--- src/rtl/otter_cu_fsm_if.sv ---
// Control-unit bus: decoder/datapath inputs to the multicycle FSM and its strobes back out.
// The master side is the FSM itself; the slave side is the surrounding core (or a bench).
interface otter_cu_fsm_if;
  logic [6:0] OPCODE;
  logic [2:0] FUNCT3;
  logic       INTR;
  logic       MIE;
  logic       MEM_RDY;

  logic       PC_WRITE;
  logic       PC_RST;
  logic       MEM_RDEN1;
  logic       MEM_RDEN2;
  logic       MEM_WE2;
  logic       REG_WRITE;
  logic       CSR_WE;
  logic       INT_TAKEN;
  logic       MEM_TIMEOUT;
  logic [2:0] STATE;

  modport master (
    input  OPCODE, FUNCT3, INTR, MIE, MEM_RDY,
    output PC_WRITE, PC_RST, MEM_RDEN1, MEM_RDEN2, MEM_WE2,
           REG_WRITE, CSR_WE, INT_TAKEN, MEM_TIMEOUT, STATE
  );

  modport slave (
    output OPCODE, FUNCT3, INTR, MIE, MEM_RDY,
    input  PC_WRITE, PC_RST, MEM_RDEN1, MEM_RDEN2, MEM_WE2,
           REG_WRITE, CSR_WE, INT_TAKEN, MEM_TIMEOUT, STATE
  );
endinterface

--- src/rtl/otter_cu_fsm.sv ---
// Multicycle OTTER control FSM: fetch/execute sequencing, data-memory wait with timeout,
// and interrupt entry at instruction boundaries.
module otter_cu_fsm #(
  parameter int MEM_WAIT_MAX = 15
) (
  input  logic          clk,
  input  logic          RST,
  otter_cu_fsm_if.master cu
);

  localparam int CW = $clog2(MEM_WAIT_MAX + 1);
  localparam logic [CW-1:0] WAIT_LAST = CW'(MEM_WAIT_MAX - 1);
  localparam logic [CW-1:0] WAIT_SAT  = CW'(MEM_WAIT_MAX);

  typedef enum logic [2:0] {
    ST_INIT      = 3'd0,
    ST_FETCH     = 3'd1,
    ST_EXEC      = 3'd2,
    ST_MEMWAIT   = 3'd3,
    ST_WRITEBACK = 3'd4,
    ST_INTR      = 3'd5
  } state_t;

  typedef enum logic [2:0] {
    OPC_LOAD,
    OPC_STORE,
    OPC_BRANCH,
    OPC_ALU,
    OPC_CSR,
    OPC_MRET,
    OPC_NOP
  } op_class_t;

  state_t          state;
  state_t          next_state;
  op_class_t       op_class;
  logic [CW-1:0]   wait_cnt;
  logic            op_store;
  logic            mem_timeout;

  logic            pc_write;
  logic            pc_rst;
  logic            mem_rden1;
  logic            mem_rden2;
  logic            mem_we2;
  logic            reg_write;
  logic            csr_we;
  logic            int_taken;

  logic            irq_pending;
  logic            mem_enter;
  logic            enter_store;
  logic            cnt_inc;
  logic            timeout_hit;

  // Classify the current instruction once so the FSM only reasons about op kinds.
  always_comb begin
    op_class = OPC_NOP;
    case (cu.OPCODE)
      7'b0000011: op_class = OPC_LOAD;
      7'b0100011: op_class = OPC_STORE;
      7'b1100011: op_class = OPC_BRANCH;
      7'b0110011,
      7'b0010011,
      7'b0110111,
      7'b0010111,
      7'b1101111,
      7'b1100111: op_class = OPC_ALU;
      7'b1110011: op_class = (cu.FUNCT3 != 3'b000) ? OPC_CSR : OPC_MRET;
      default:    op_class = OPC_NOP;
    endcase
  end

  always_ff @(posedge clk) begin
    if (RST) begin
      state       <= ST_INIT;
      wait_cnt    <= '0;
      op_store    <= 1'b0;
      mem_timeout <= 1'b0;
    end else begin
      state <= next_state;
      if (mem_enter) begin
        wait_cnt <= '0;
        op_store <= enter_store;
      end else if (cnt_inc && wait_cnt != WAIT_SAT) begin
        wait_cnt <= wait_cnt + CW'(1);
      end
      if (timeout_hit) begin
        mem_timeout <= 1'b1;
      end
    end
  end

  // Reset overrides the state decode so strobes are quiet in the very cycle RST rises.
  always_comb begin
    next_state  = state;
    pc_write    = 1'b0;
    pc_rst      = 1'b0;
    mem_rden1   = 1'b0;
    mem_rden2   = 1'b0;
    mem_we2     = 1'b0;
    reg_write   = 1'b0;
    csr_we      = 1'b0;
    int_taken   = 1'b0;
    mem_enter   = 1'b0;
    enter_store = 1'b0;
    cnt_inc     = 1'b0;
    timeout_hit = 1'b0;
    irq_pending = cu.INTR & cu.MIE;

    if (RST) begin
      pc_rst     = 1'b1;
      next_state = ST_INIT;
    end else begin
      case (state)
        ST_INIT: begin
          pc_rst     = 1'b1;
          next_state = ST_FETCH;
        end

        ST_FETCH: begin
          mem_rden1  = 1'b1;
          next_state = ST_EXEC;
        end

        ST_EXEC: begin
          next_state = irq_pending ? ST_INTR : ST_FETCH;
          case (op_class)
            OPC_LOAD: begin
              mem_rden2   = 1'b1;
              mem_enter   = 1'b1;
              next_state  = ST_MEMWAIT;
            end
            OPC_STORE: begin
              mem_we2     = 1'b1;
              mem_enter   = 1'b1;
              enter_store = 1'b1;
              next_state  = ST_MEMWAIT;
            end
            OPC_ALU: begin
              pc_write  = 1'b1;
              reg_write = 1'b1;
            end
            OPC_CSR: begin
              pc_write  = 1'b1;
              reg_write = 1'b1;
              csr_we    = 1'b1;
            end
            default: begin
              pc_write = 1'b1;
            end
          endcase
        end

        // MEM_RDY in the final allowed cycle still completes the access normally.
        ST_MEMWAIT: begin
          if (cu.MEM_RDY) begin
            if (op_store) begin
              mem_we2    = 1'b1;
              pc_write   = 1'b1;
              next_state = irq_pending ? ST_INTR : ST_FETCH;
            end else begin
              mem_rden2  = 1'b1;
              next_state = ST_WRITEBACK;
            end
          end else if (wait_cnt == WAIT_LAST) begin
            timeout_hit = 1'b1;
            pc_write    = 1'b1;
            next_state  = ST_FETCH;
          end else begin
            mem_rden2 = ~op_store;
            mem_we2   = op_store;
            cnt_inc   = 1'b1;
          end
        end

        ST_WRITEBACK: begin
          reg_write  = 1'b1;
          pc_write   = 1'b1;
          next_state = irq_pending ? ST_INTR : ST_FETCH;
        end

        ST_INTR: begin
          int_taken  = 1'b1;
          pc_write   = 1'b1;
          next_state = ST_FETCH;
        end

        default: begin
          next_state = ST_INIT;
        end
      endcase
    end
  end

  assign cu.PC_WRITE    = pc_write;
  assign cu.PC_RST      = pc_rst;
  assign cu.MEM_RDEN1   = mem_rden1;
  assign cu.MEM_RDEN2   = mem_rden2;
  assign cu.MEM_WE2     = mem_we2;
  assign cu.REG_WRITE   = reg_write;
  assign cu.CSR_WE      = csr_we;
  assign cu.INT_TAKEN   = int_taken;
  assign cu.MEM_TIMEOUT = mem_timeout;
  assign cu.STATE       = state;

endmodule
--- src/flat_wrapper.sv ---
// flat-port wrapper written by rule: the top's interface ports become plain ports
module otter_cu_fsm_flat 
#(
  parameter int MEM_WAIT_MAX = 15
)
  (clk, RST, cu_OPCODE, cu_FUNCT3, cu_INTR, cu_MIE, cu_MEM_RDY, cu_PC_WRITE, cu_PC_RST, cu_MEM_RDEN1, cu_MEM_RDEN2, cu_MEM_WE2, cu_REG_WRITE, cu_CSR_WE, cu_INT_TAKEN, cu_MEM_TIMEOUT, cu_STATE);
  otter_cu_fsm_if cu_i ();
  input  logic clk;
  input  logic RST;
  input wire logic [$bits(cu_i.OPCODE)-1:0] cu_OPCODE;
  input wire logic [$bits(cu_i.FUNCT3)-1:0] cu_FUNCT3;
  input wire logic [$bits(cu_i.INTR)-1:0] cu_INTR;
  input wire logic [$bits(cu_i.MIE)-1:0] cu_MIE;
  input wire logic [$bits(cu_i.MEM_RDY)-1:0] cu_MEM_RDY;
  output wire logic [$bits(cu_i.PC_WRITE)-1:0] cu_PC_WRITE;
  output wire logic [$bits(cu_i.PC_RST)-1:0] cu_PC_RST;
  output wire logic [$bits(cu_i.MEM_RDEN1)-1:0] cu_MEM_RDEN1;
  output wire logic [$bits(cu_i.MEM_RDEN2)-1:0] cu_MEM_RDEN2;
  output wire logic [$bits(cu_i.MEM_WE2)-1:0] cu_MEM_WE2;
  output wire logic [$bits(cu_i.REG_WRITE)-1:0] cu_REG_WRITE;
  output wire logic [$bits(cu_i.CSR_WE)-1:0] cu_CSR_WE;
  output wire logic [$bits(cu_i.INT_TAKEN)-1:0] cu_INT_TAKEN;
  output wire logic [$bits(cu_i.MEM_TIMEOUT)-1:0] cu_MEM_TIMEOUT;
  output wire logic [$bits(cu_i.STATE)-1:0] cu_STATE;
  assign cu_i.OPCODE = cu_OPCODE;
  assign cu_i.FUNCT3 = cu_FUNCT3;
  assign cu_i.INTR = cu_INTR;
  assign cu_i.MIE = cu_MIE;
  assign cu_i.MEM_RDY = cu_MEM_RDY;
  assign cu_PC_WRITE = cu_i.PC_WRITE;
  assign cu_PC_RST = cu_i.PC_RST;
  assign cu_MEM_RDEN1 = cu_i.MEM_RDEN1;
  assign cu_MEM_RDEN2 = cu_i.MEM_RDEN2;
  assign cu_MEM_WE2 = cu_i.MEM_WE2;
  assign cu_REG_WRITE = cu_i.REG_WRITE;
  assign cu_CSR_WE = cu_i.CSR_WE;
  assign cu_INT_TAKEN = cu_i.INT_TAKEN;
  assign cu_MEM_TIMEOUT = cu_i.MEM_TIMEOUT;
  assign cu_STATE = cu_i.STATE;
  otter_cu_fsm #(.MEM_WAIT_MAX(MEM_WAIT_MAX)) u_core (.clk(clk), .RST(RST), .cu(cu_i));
endmodule
--- config.mk ---
export PLATFORM = sky130hd
export DESIGN_NAME = otter_cu_fsm_flat
export DESIGN_NICKNAME = d
export VERILOG_FILES = /design/src/rtl/otter_cu_fsm_if.sv /design/src/rtl/otter_cu_fsm.sv /design/src/flat_wrapper.sv
export SDC_FILE = /design/constraint.sdc
export NUM_CORES = 1
export LEC_CHECK = 0
export ABC_AREA = 1
export BUFFER_PORTS_ARGS = -buffer_cell sky130_fd_sc_hd__buf_2
export CAP_MARGIN = 20
export CORE_MARGIN = 2
export CORE_UTILIZATION = 42
export CTS_CLUSTER_DIAMETER = 60
export DETAILED_ROUTE_END_ITERATION = 8
export GPL_TIMING_DRIVEN = 0
export PLACE_DENSITY = 0.81
export SYNTH_ARGS = -nofsm -noshare
export SYNTH_HDL_FRONTEND = slang
export SYNTH_SLANG_ARGS = --single-unit
--- constraint.sdc ---
create_clock -name clk -period 1.4 [get_ports clk]
set_input_delay 0.28 -clock clk [delete_from_list [all_inputs] [get_ports clk]]
set_output_delay 0.28 -clock clk [all_outputs]
set_load 0.1 [all_outputs]
==> impl_metrics.json <==
{
  "outcome": "finished, violations left",
  "violations": "setup timing",
  "synth.mux.area_fraction": 0,
  "synthesis.yosys.warnings": 0,
  "critical_path.reg2reg.endpoint": "u_core.op_store$_SDFFE_PP0P_",
  "number_of_buffers_added_on_ports": 25,
  "tritoncts_num_sinks": 9,
  "largest_net_degree_at_the_start_of_global_routing": 11,
  "cell_area_after_layout_sq_um": 1400,
  "postSynth.asyncResetShare": 0,
  "finalWirelength_mm": 3.80,
  "timing.fmax_mhz": 517,
  "number_of_max_slew_violations_in_the_final_report": 0,
  "remaining_drc_errors": 0,
  "post-route-worst-setup-slack_ps": -534,
  "average_detailed_routed_wire_length_per_instance_microns": 21.7,
  "period_minus_slack_ps": 1930,
  "timing.clock.skew_ps": 9.57,
  "hp-start": "RST",
  "start_util": 0.459,
  "critPathTopFamily": "simple AND/OR/NAND/NOR gates",
  "first_iter_violations": 72,
  "worst_hold_path.num_cells": 2,
  "path_class": "input port to output pin",
  "netlist_area_sq_um": 708,
  "synth_simple_gate_area_frac": 0.408,
  "critical_path.startpoint_type": "input port",
  "cts_buffer_count": 3,
  "area_delta_synth_final_pct": 97.5,
  "ys_seq_elements": 9,
  "clk_latency_ps": 270,
  "r2r_startpoint": "u_core.cu.STATE[1]$_SDFFE_PP0P_",
  "min_path_type": "input port to flip-flop",
  "power_density_nw_per_um2": 588,
  "synth_top_family_by_area": "simple AND/OR/NAND/NOR gates",
  "antenna_violations_before_repair": 0,
  "die_width_microns": 45.1,
  "clk_transition_reported_paths_ps": 60,
  "max_slew_margin": 0.681,
  "place.detailed.instances": 156,
  "cts_hold_buf": 0,
  "cellLeakagePower_nw": 0.570,
  "gr-total-overflow": 0,
  "synth_nets": 132,
  "insertedDiodeCount": 0,
  "worst-r2r-setup-slack_ps": -120,
  "critPathArrivalTime_ps": 1650,
  "cp-end-kind": "output pin",
  "yosys.area.top_type": "dfxtp_1",
  "max-cap-violations": 0,
  "detailed_place_hpwl_mm": 1.37,
  "avgSynthCellArea_sq_um": 6.16,
  "placement.cell_area_sq_um": 970,
  "crit_path_required_time_ps": 1120,
  "number_of_flops_mapped_to_enable_cells_by_yosys": 0,
  "grt_pass1_wl_mm": 4.75,
  "hold_viol_final": 0,
  "synth_compound_gate_area_share": 0.173,
  "design.portCount": 27,
  "path_buf_inv": 4,
  "synth_fa_ha_area_frac": 0.0353,
  "finalNetCount": 177,
  "synthDistinctLibCells": 26,
  "max_slew.worst_pin.slew_ps": 482,
  "fp.dieH_microns": 45.1,
  "placement_rows": 14,
  "synth.yosys.seq_area_share": 0.254,
  "syn-instance-count": 115,
  "ant_nets": 0,
  "fin_cells": 175,
  "grt_setup_unrepaired": "true",
  "htree_num_levels": 1,
  "timing.final.crit_share": 1.38,
  "yosys.area_share.xor_xnor": 0,
  "yosys-top-cells-area": "dfxtp_1 25%, inv_1 11%, nand2_1 10%",
  "placeableCoreArea_sq_um": 1540,
  "clock_tree_from_tritoncts": "done",
  "timing.critical_path.slowest_stage_cell": "nand4_1",
  "cts.path.max_buffers": 2,
  "cts_root_buffer": "clkbuf_4",
  "slowest_cell_delay_on_critical_path_ps": 210,
  "die-area_sq_um": 2030,
  "post_synth_most_frequent_cells": "21 x inv_1, 19 x nand2_1, 15 x nor2_1",
  "via_count_of_the_first_global_routing_pass": 979,
  "avgViaCountPerCell": 6.41,
  "fin_setup_tns_ps": -3380,
  "globalplace.congestion": 0.809,
  "groute.usage.overall": 0.328,
  "setup_viol_count_final": 14,
  "peakVddDrop_mv": 0.572,
  "most_used_standard_cell_by_instance_count_after_synthesis": "inv_1",
  "drt_first_pass_iters": 5,
  "most_instantiated_flip_flop_cell_in_the_synthesis_netlist": "dfxtp_1",
  "worst-r2r-cell-count": 6,
  "worstPathCellList": "buf_2 > inv_1 > nand2_1 > nor2_1 > nor2_2 > nand4_1 > buf_4 > nor3_4 > buf_12",
  "final_layout_size_suffix_gt1_frac": 0.566,
  "synth.top_cell.area_share": 0.254,
  "worst-path-max-fanout": 4,
  "routed-via-count": 1121,
  "hold_path_end": "u_core.cu.MEM_TIMEOUT$_SDFFE_PP0P_"
}
[area by class of cell]
cell class	count	area [sq um]
fillers	60	143
inverters	23	97.6
flip-flops and latches	9	196
clock buffers	4	26.3
repair buffers	40	385
plain buffers	1	7.51
multi-input cells	82	666
well taps	16	20.0
[report_power, final]
| part | switching (W) | internal, W |
|---|---|---|
| Clock | 0.000103 | 0.000110 |
| Combinational | 0.000225 | 0.000114 |
| Sequential | 0.0000116 | 0.000259 |
| Total | 0.000339 | 0.000483 |
[cell usage in the layout, fill, tap and decap left out, types with 2 or more instances in the layout]
cell type  instances
a21oi_1            6
nor2_2             4
nand3_4            2
nand3_1            8
nor3_2             2
nor2_1             8
buf_4             15
buf_2             14
inv_1             15
nor3_4             4
nand2_1           16
nor3_1             2
dfxtp_4            4
inv_4              3
buf_6              2
clkbuf_4           4
inv_2              4
o21ai_1            2
dfxtp_1            4
nor2_4             5
a21oi_4            4
nand4_1            2
o21a_4             2
nand2_4            4
buf_12             9
[logic make-up (layout without fill, tap and decap cells)]
| kind of cell | count (synthesis) | after routing |
|---|---|---|
| compound gates | 20 | 20 |
| fa+ha+maj | 2 | 2 |
| buf+inv | 24 | 68 |
| flops | 9 | 9 |
| simple gates | 60 | 60 |
[how the worst max path moves through the flow]
| stage | startpoint | endpoint | cells past startpoint |
|---|---|---|---|
| after floorplan | u_core.cu.STATE[0]$_SDFFE_PP0P_ | cu_PC_WRITE | 6 |
| after global placement | cu_OPCODE[4] | cu_REG_WRITE | 10 |
| after detailed placement | cu_OPCODE[4] | cu_REG_WRITE | 10 |
| after CTS | u_core.cu.STATE[1]$_SDFFE_PP0P_ | cu_MEM_RDEN2 | 6 |
| after global routing | cu_OPCODE[4] | cu_CSR_WE | 9 |
| final | cu_OPCODE[6] | cu_CSR_WE | 9 |
[per-layer routing]
metal  track usage  up-vias  share of wire
met3         0.104       22           0.12
met1         0.391      532           0.36
li1              -      464              -
met4         0.153        0          0.038
met5             0        -              0
met2         0.534      103           0.48
[state kept, by name (all words and copies together), names as in the netlist]
register               count
u_core.cu.MEM_TIMEOUT      1
u_core.op_store            1
u_core.wait_cnt            4
u_core.cu.STATE            3
[metrics by stage]
stage / worst slack, ps / hold WS, ps / power (W) / util
floorplan: -527 / 474 / 0.000454 / -
global placement: -508 / 469 / 0.000498 / 0.629
detailed placement: -532 / 464 / 0.000503 / 0.629
CTS: -385 / 356 / 0.000778 / 0.868
global route: -528 / 381 / 0.000844 / 0.907
finish: -534 / 368 / 0.000822 / 0.907
[timing repair]
action	in CTS	in global routing
setup endpoints to repair	12	15
setup buffers	10	5
pin swaps	15	7
gates cloned	0	0
resized for setup	65	9
(Power assumes the default switching activity.)
